===== src/rtl/seq_window_responder_if.sv =====
// Handshake bundle for seq_window_responder: trigger/qualifier inputs,
// pass/fail pulses and the saturating statistics counters.
interface seq_window_responder_if #(
  parameter int CNT_W = 8
);
  logic             b0;
  logic             b1;
  logic             b2;
  logic             clr_cnt;
  logic             b3;
  logic             fail;
  logic             busy;
  logic [CNT_W-1:0] pass_cnt;
  logic [CNT_W-1:0] fail_cnt;
  logic [CNT_W-1:0] drop_cnt;

  // Stimulus side: drives trigger, qualifiers and counter clear.
  modport master (
    output b0, b1, b2, clr_cnt,
    input  b3, fail, busy, pass_cnt, fail_cnt, drop_cnt
  );

  // Responder side.
  modport slave (
    input  b0, b1, b2, clr_cnt,
    output b3, fail, busy, pass_cnt, fail_cnt, drop_cnt
  );
endinterface


===== src/rtl/seq_window_responder.sv =====
// Trigger/qualifier window responder. A trigger b0 opens a window of WIN
// clk edges; inside it the responder collects qualifier b2 (native) and
// qualifier b1 (resynchronised). Both seen -> one-cycle b3 pulse; window
// expiry -> one-cycle fail pulse. Saturating pass/fail/drop statistics.
module seq_window_responder #(
  parameter int WIN         = 4,
  parameter int SYNC_STAGES = 2,
  parameter int CNT_W       = 8
) (
  input  logic                  clk,
  input  logic                  rst_n,
  seq_window_responder_if.slave bus
);

  // Window counter holds the number of edges left, WIN..1 (WIN <= 15).
  localparam int                WCNT_W = 4;
  localparam logic [WCNT_W-1:0] WIN_LD = WCNT_W'(WIN);

  typedef enum logic {
    S_IDLE = 1'b0,
    S_WAIT = 1'b1
  } state_t;

  state_t              state_q;
  logic [WCNT_W-1:0]   win_q;
  logic                seen1_q;
  logic                seen2_q;
  logic                b3_q;
  logic                fail_q;
  logic [CNT_W-1:0]    pass_cnt_q;
  logic [CNT_W-1:0]    fail_cnt_q;
  logic [CNT_W-1:0]    drop_cnt_q;
  logic [SYNC_STAGES-1:0] b1_sync_p;

  logic b1_s;
  logic m1;
  logic m2;
  logic match;
  logic last;
  logic in_wait;
  logic pass_inc;
  logic fail_inc;
  logic drop_inc;

  // Saturating increment with a clear that overrides any increment.
  function automatic logic [CNT_W-1:0] sat_inc(
    input logic [CNT_W-1:0] c,
    input logic             inc,
    input logic             clr
  );
    logic [CNT_W-1:0] r;
    r = c;
    if (clr) begin
      r = '0;
    end else if (inc && (c != {CNT_W{1'b1}})) begin
      r = c + CNT_W'(1);
    end
    return r;
  endfunction

  // b1 resynchroniser: the last flop is the value seen SYNC_STAGES edges ago.
  always_ff @(posedge clk or negedge rst_n) begin
    if (!rst_n) begin
      b1_sync_p <= '0;
    end else begin
      b1_sync_p <= {b1_sync_p[SYNC_STAGES-2:0], bus.b1};
    end
  end

  assign b1_s = b1_sync_p[SYNC_STAGES-1];

  // Window-edge qualifier merge and counter increment decode.
  always_comb begin
    in_wait  = (state_q == S_WAIT);
    m1       = seen1_q | b1_s;
    m2       = seen2_q | bus.b2;
    match    = m1 & m2;
    last     = (win_q == WCNT_W'(1));
    pass_inc = 1'b0;
    fail_inc = 1'b0;
    drop_inc = 1'b0;
    if (in_wait) begin
      pass_inc = match;
      fail_inc = ~match & last;
      drop_inc = bus.b0;
    end
  end

  // IDLE/WAIT state machine with registered pass/fail pulses.
  always_ff @(posedge clk or negedge rst_n) begin
    if (!rst_n) begin
      state_q <= S_IDLE;
      win_q   <= '0;
      seen1_q <= 1'b0;
      seen2_q <= 1'b0;
      b3_q    <= 1'b0;
      fail_q  <= 1'b0;
    end else begin
      b3_q   <= 1'b0;
      fail_q <= 1'b0;
      case (state_q)
        S_IDLE: begin
          if (bus.b0) begin
            state_q <= S_WAIT;
            win_q   <= WIN_LD;
            seen1_q <= 1'b0;
            seen2_q <= 1'b0;
          end
        end
        S_WAIT: begin
          if (match) begin
            b3_q    <= 1'b1;
            state_q <= S_IDLE;
          end else if (last) begin
            fail_q  <= 1'b1;
            state_q <= S_IDLE;
          end else begin
            seen1_q <= m1;
            seen2_q <= m2;
            win_q   <= win_q - WCNT_W'(1);
          end
        end
        default: begin
          state_q <= S_IDLE;
        end
      endcase
    end
  end

  // Saturating statistics; a clear on the same edge as an increment wins.
  always_ff @(posedge clk or negedge rst_n) begin
    if (!rst_n) begin
      pass_cnt_q <= '0;
      fail_cnt_q <= '0;
      drop_cnt_q <= '0;
    end else begin
      pass_cnt_q <= sat_inc(pass_cnt_q, pass_inc, bus.clr_cnt);
      fail_cnt_q <= sat_inc(fail_cnt_q, fail_inc, bus.clr_cnt);
      drop_cnt_q <= sat_inc(drop_cnt_q, drop_inc, bus.clr_cnt);
    end
  end

  assign bus.b3       = b3_q;
  assign bus.fail     = fail_q;
  assign bus.busy     = (state_q == S_WAIT);
  assign bus.pass_cnt = pass_cnt_q;
  assign bus.fail_cnt = fail_cnt_q;
  assign bus.drop_cnt = drop_cnt_q;

endmodule


===== src/flat_wrapper.sv =====
// flat-port wrapper written by rule: the top's interface ports become plain ports
module seq_window_responder_flat 
#(
  parameter int WIN         = 4,
  parameter int SYNC_STAGES = 2,
  parameter int CNT_W       = 8
)
  (clk, rst_n, bus_b0, bus_b1, bus_b2, bus_clr_cnt, bus_b3, bus_fail, bus_busy, bus_pass_cnt, bus_fail_cnt, bus_drop_cnt);
  seq_window_responder_if #(.CNT_W(CNT_W)) bus_i ();
  input  logic clk;
  input  logic rst_n;
  input wire logic [$bits(bus_i.b0)-1:0] bus_b0;
  input wire logic [$bits(bus_i.b1)-1:0] bus_b1;
  input wire logic [$bits(bus_i.b2)-1:0] bus_b2;
  input wire logic [$bits(bus_i.clr_cnt)-1:0] bus_clr_cnt;
  output wire logic [$bits(bus_i.b3)-1:0] bus_b3;
  output wire logic [$bits(bus_i.fail)-1:0] bus_fail;
  output wire logic [$bits(bus_i.busy)-1:0] bus_busy;
  output wire logic [$bits(bus_i.pass_cnt)-1:0] bus_pass_cnt;
  output wire logic [$bits(bus_i.fail_cnt)-1:0] bus_fail_cnt;
  output wire logic [$bits(bus_i.drop_cnt)-1:0] bus_drop_cnt;
  assign bus_i.b0 = bus_b0;
  assign bus_i.b1 = bus_b1;
  assign bus_i.b2 = bus_b2;
  assign bus_i.clr_cnt = bus_clr_cnt;
  assign bus_b3 = bus_i.b3;
  assign bus_fail = bus_i.fail;
  assign bus_busy = bus_i.busy;
  assign bus_pass_cnt = bus_i.pass_cnt;
  assign bus_fail_cnt = bus_i.fail_cnt;
  assign bus_drop_cnt = bus_i.drop_cnt;
  seq_window_responder #(.WIN(WIN), .SYNC_STAGES(SYNC_STAGES), .CNT_W(CNT_W)) u_core (.clk(clk), .rst_n(rst_n), .bus(bus_i));
endmodule

===== config.mk =====
export PLATFORM = sky130hd
export DESIGN_NAME = seq_window_responder_flat
export DESIGN_NICKNAME = d
export VERILOG_FILES = /design/src/rtl/seq_window_responder_if.sv /design/src/rtl/seq_window_responder.sv /design/src/flat_wrapper.sv
export SDC_FILE = /design/constraint.sdc
export NUM_CORES = 1
export LEC_CHECK = 0
export CORE_UTILIZATION = 30
export DETAILED_ROUTE_END_ITERATION = 10
export PLACE_DENSITY = 0.58
export SYNTH_ARGS = -nofsm -noshare
export SYNTH_HDL_FRONTEND = slang
export SYNTH_SLANG_ARGS = --single-unit

===== constraint.sdc =====
create_clock -name clk -period 1.6 [get_ports clk]
set_input_delay 0.4 -clock clk [delete_from_list [all_inputs] [get_ports clk]]
set_output_delay 0.4 -clock clk [all_outputs]
set_load 0.01 [all_outputs]

==> results by group <==
Logic synthesis
  – Mapped Area: 0.001792 mm^2
  – Share of async-settable or async-resettable flops after synthesis: 100.0%
  – Post-synth top area share: 48.88%
  – Synth warnings: 0
  – Flops & latches, synth: 35
  – Number of distinct library cells after synthesis: 45
  – Syn avg cell area: 10.36 um^2
  – Post-synth top area cell: dfrtp_1
  – Seq/Total Area, Yosys: 48.88%
  – EDFF count, synth: 0
  – Top cells by area in the synthesized netlist: dfrtp_1 (49%), a21oi_1 (3.6%), ha_1 (3.5%), nor2_1 (3.4%), nand3_1 (2.8%)
  – Mapped Cells: between 150 and 200
  – Post-synthesis net count: 184
  – Main synth FF type: dfrtp_1

Floorplanning
  – DIE AREA: 0.006285 mm^2
  – Die Span X: 79.28 um
  – Core ar.: 0.005642 mm^2
  – Die height: 79.28 um
  – I/O pin count: 33
  – Row Count: 27
  – Initial core utilization: 31.76%

STA
  – Slew Limit Headroom: 71.80%
  – Fin. max-slew vios: 0
  – Worst Skew: 0.001934 ns
  – Worst-margin pin slew: 0.4216 ns
  – Min setup slack post-route: -0.1860 ns
  – Peak Freq: 0.5599 GHz
  – Hold Fails Final Rpt: 0
  – Tcrit/Tclk final: 111.6%
  – Min Tclk post-route: 1.786 ns
  – Final Hold Slack: between 0.3 and 0.4 ns
  – RSZ-0062 raised after global routing: true
  – Final setup viols: 9
  – Post-route setup TNS: -1.110 ns

Power and ir drop
  – Worst VDD drop: 0.0003597 V
  – Clock Power Share: between 20 and 25%
  – Reg power frac: 37.2%
  – Combinational share of power: 38.5%
  – Sw frac: 32.25%
  – Pwr/cell area: 1057 mW/mm^2
  – Pint: 2.009 mW
  – Leakage power: 1.387 nW
  – Net switching power: 0.9563 mW

Route
  – Pre-antenna DRT Iters: 4
  – WL/cell: 13.59 um
  – DR iter-0 viols: 65
  – DR vias/cell: 4.964
  – Final WL: 4497 um
  – Routed Antenna Nets: 0
  – Drt drc: 0
  – Via count: 1,643

Worst hold path
  – HP Class: reg2reg

Run status
  – Outcome: complete, but fails checks
  – Failing checks: negative setup slack

Worst setup path
  – Crit Path Category: reg2reg
  – Max Fanout on Critical Path: 8
  – Crit path DAT: roughly 2.0 ns
  – Crit. End Element: flip-flop
  – WP data required: 1.81 ns
  – Crit path launch type: flip-flop

Finish
  – Multi-input logic area: about 990 um^2
  – Total area of sequential cells: 880.8 um^2
  – Number of diodes: 0
  – Layout cell share with drive strength beyond 1: between 30% and 40%
  – Fin nets: between 200 and 300
  – Final core area utilization: between 40% and 50%
  – Final Instance Count excl. Fillers: 331
  – Area growth from synthesis to layout: 56.56%
  – Layout filler cell count: 543

Placed design
  – GPL Wtd Cong: roughly 0.76
  – DP Wirelength: about 2800 um
  – I/O Buffers: 32
  – Placed insts: 302

Clock network
  – Worst-path clk slew: 0.07 ns
  – CTS H-tree depth: 2
  – CTS tree: built
  – CTS Root Cell: clkbuf_8
  – Maximum clock path buffer count: 2
  – Clock insertion delay at the later pin of the skew report: 0.28 ns
  – Hold buffers post-CTS: 0
  – CTS Sinks: 35
  – CTS Buf Count: 5

Global route
  – Antenna violations before repair: 0
  – Vias in the first global route: ~1,600
  – GRT Overall Usage: 15.31%
  – Largest net degree at the start of global routing: 36
  – First-pass GRT wire length: 7500 um
  – GRT overflow: 0

Flow run
  – Max-Cap Viols: 0
-- per-layer routing --
layer	GRT usage (%)	vias to the layer above	share of wire [%]
met5	0	-	0
met4	4.909	0	1.5
met3	3.908	9	4.6
met2	24.66	41	49
met1	19.97	793	45
li1	-	800	-
-- cells in the mapped netlist (2+ instances only) --
master	instances
nor4_1	3
and3b_2	2
or4_1	4
mux2i_1	4
nor3_1	2
a211oi_1	2
o31ai_1	4
ha_1	5
o21ai_0	8
xnor2_1	5
nand2b_1	2
o211ai_1	3
nand3_1	10
or3_1	3
nor2b_1	2
nand2_1	9
nand3b_1	2
xor2_1	4
and3_1	3
a21oi_1	13
dfrtp_1	35
inv_1	8
nand4_1	2
o41ai_1	2
nor2_1	16
-- logic make-up (layout without fill, tap and decap cells) --
family	Yosys count	after routing	synth area share, %
simple gates	67	67	22.07
compound gates	39	39	15.01
flops	35	35	48.88
buf+inv	13	99	3.282
xor+xnor	9	9	4.399
fa+ha+maj	5	5	3.492
mux	5	5	2.863
-- metrics by stage --
| step | setup WS, ns | instance area [um^2] | power, mW |
|---|---|---|---|
| floorplan | -0.02030 | 1803 | 1.521 |
| global placement | -0.4235 | 2419 | 1.979 |
| detailed placement | -0.4540 | 2419 | 1.997 |
| CTS | -0.1586 | 2661 | 2.852 |
| global route | -0.2725 | 2805 | 3.163 |
| finish | -0.1860 | 2805 | 2.966 |
-- what timing repair did --
| action | CTS | global route |
|---|---|---|
| gates cloned | 0 | 0 |
| endpoints found under the setup margin | 37 | 33 |
| buffers inserted | 18 | 5 |
| pin swaps | 6 | 7 |
| resized for setup | 26 | 34 |
-- worst max-delay path: stages (launching register included) --
cell,delay [ns]
dfrtp_1,0.40
inv_2,0.10
ha_4,0.12
nor3b_4,0.24
nand3_4,0.17
buf_4,0.17
or3_4,0.34
a21oi_1,0.16
-- worst paths after layout --
check / from / endpoint / slack (ns) / cells after the start
hold reg to reg: u_core.b1_sync_p[0] / u_core.b1_sync_p[1] / 0.35 / 0
hold / removal: u_core.b1_sync_p[0] / u_core.b1_sync_p[1] / 0.35 / 0
max in group asynchronous: rst_n / u_core.bus.drop_cnt[7] / 0.91 / 2
min in group asynchronous: rst_n / u_core.bus.drop_cnt[4] / 0.48 / 2
setup reg to reg: u_core.win_q[1] / u_core.bus.fail_cnt[4] / -0.19 / 7
setup / recovery: u_core.win_q[1] / u_core.bus.fail_cnt[4] / -0.19 / 7
-- power by group through the flow --
stage	Combinational (mW)	Clock [mW]	Sequential [mW]
3_3_place_gp	0.845	0	1.13
3_5_place_dp	0.859	0	1.14
2_1_floorplan	0.346	0	1.18
5_1_grt	1.26	0.789	1.12
6_report	1.14	0.722	1.10
4_1_cts	1.01	0.747	1.09
-- flip-flops by register name (all words and copies together), names as in the netlist --
name / flops
u_core.seen1_q: 1
u_core.bus.fail_cnt: 8
u_core.bus.b3: 1
u_core.seen2_q: 1
u_core.bus.pass_cnt: 8
u_core.bus.fail: 1
u_core.win_q: 4
u_core.bus.busy: 1
u_core.b1_sync_p: 2
u_core.bus.drop_cnt: 8
-- cell usage in the layout (no fill, tap or decap), drive strengths merged, types with 2 or more instances in the layout --
| cell | n |
|---|---|
| clkdlybuf4s50 | 6 |
| nor2 | 16 |
| nand2 | 9 |
| and3 | 3 |
| dfrtp | 35 |
| nor3 | 3 |
| o211ai | 3 |
| ha | 5 |
| and3b | 2 |
| nand3b | 2 |
| o21ai | 9 |
| a21oi | 13 |
| nor2b | 2 |
| nand2b | 2 |
| dlymetal6s2s | 8 |
| mux2i | 4 |
| nand3 | 11 |
| xor2 | 4 |
| inv | 9 |
| xnor2 | 5 |
| o41ai | 2 |
| o31ai | 4 |
| or3 | 4 |
| nor4 | 3 |
| or4 | 4 |
| clkbuf | 8 |
| dlygate4sd2 | 18 |
| a211oi | 3 |
| buf | 50 |
| nand4 | 2 |
-- area by class of cell --
class                      instances  area share (%)
clock buffer                       8           3.568
inverter                           9           1.204
multi-input combinational        125           35.19
sequential                        35           31.40
tap                               72           3.211
timing repair buffer              82           25.42
No activity file was read; power rests on OpenSTA's default activity.
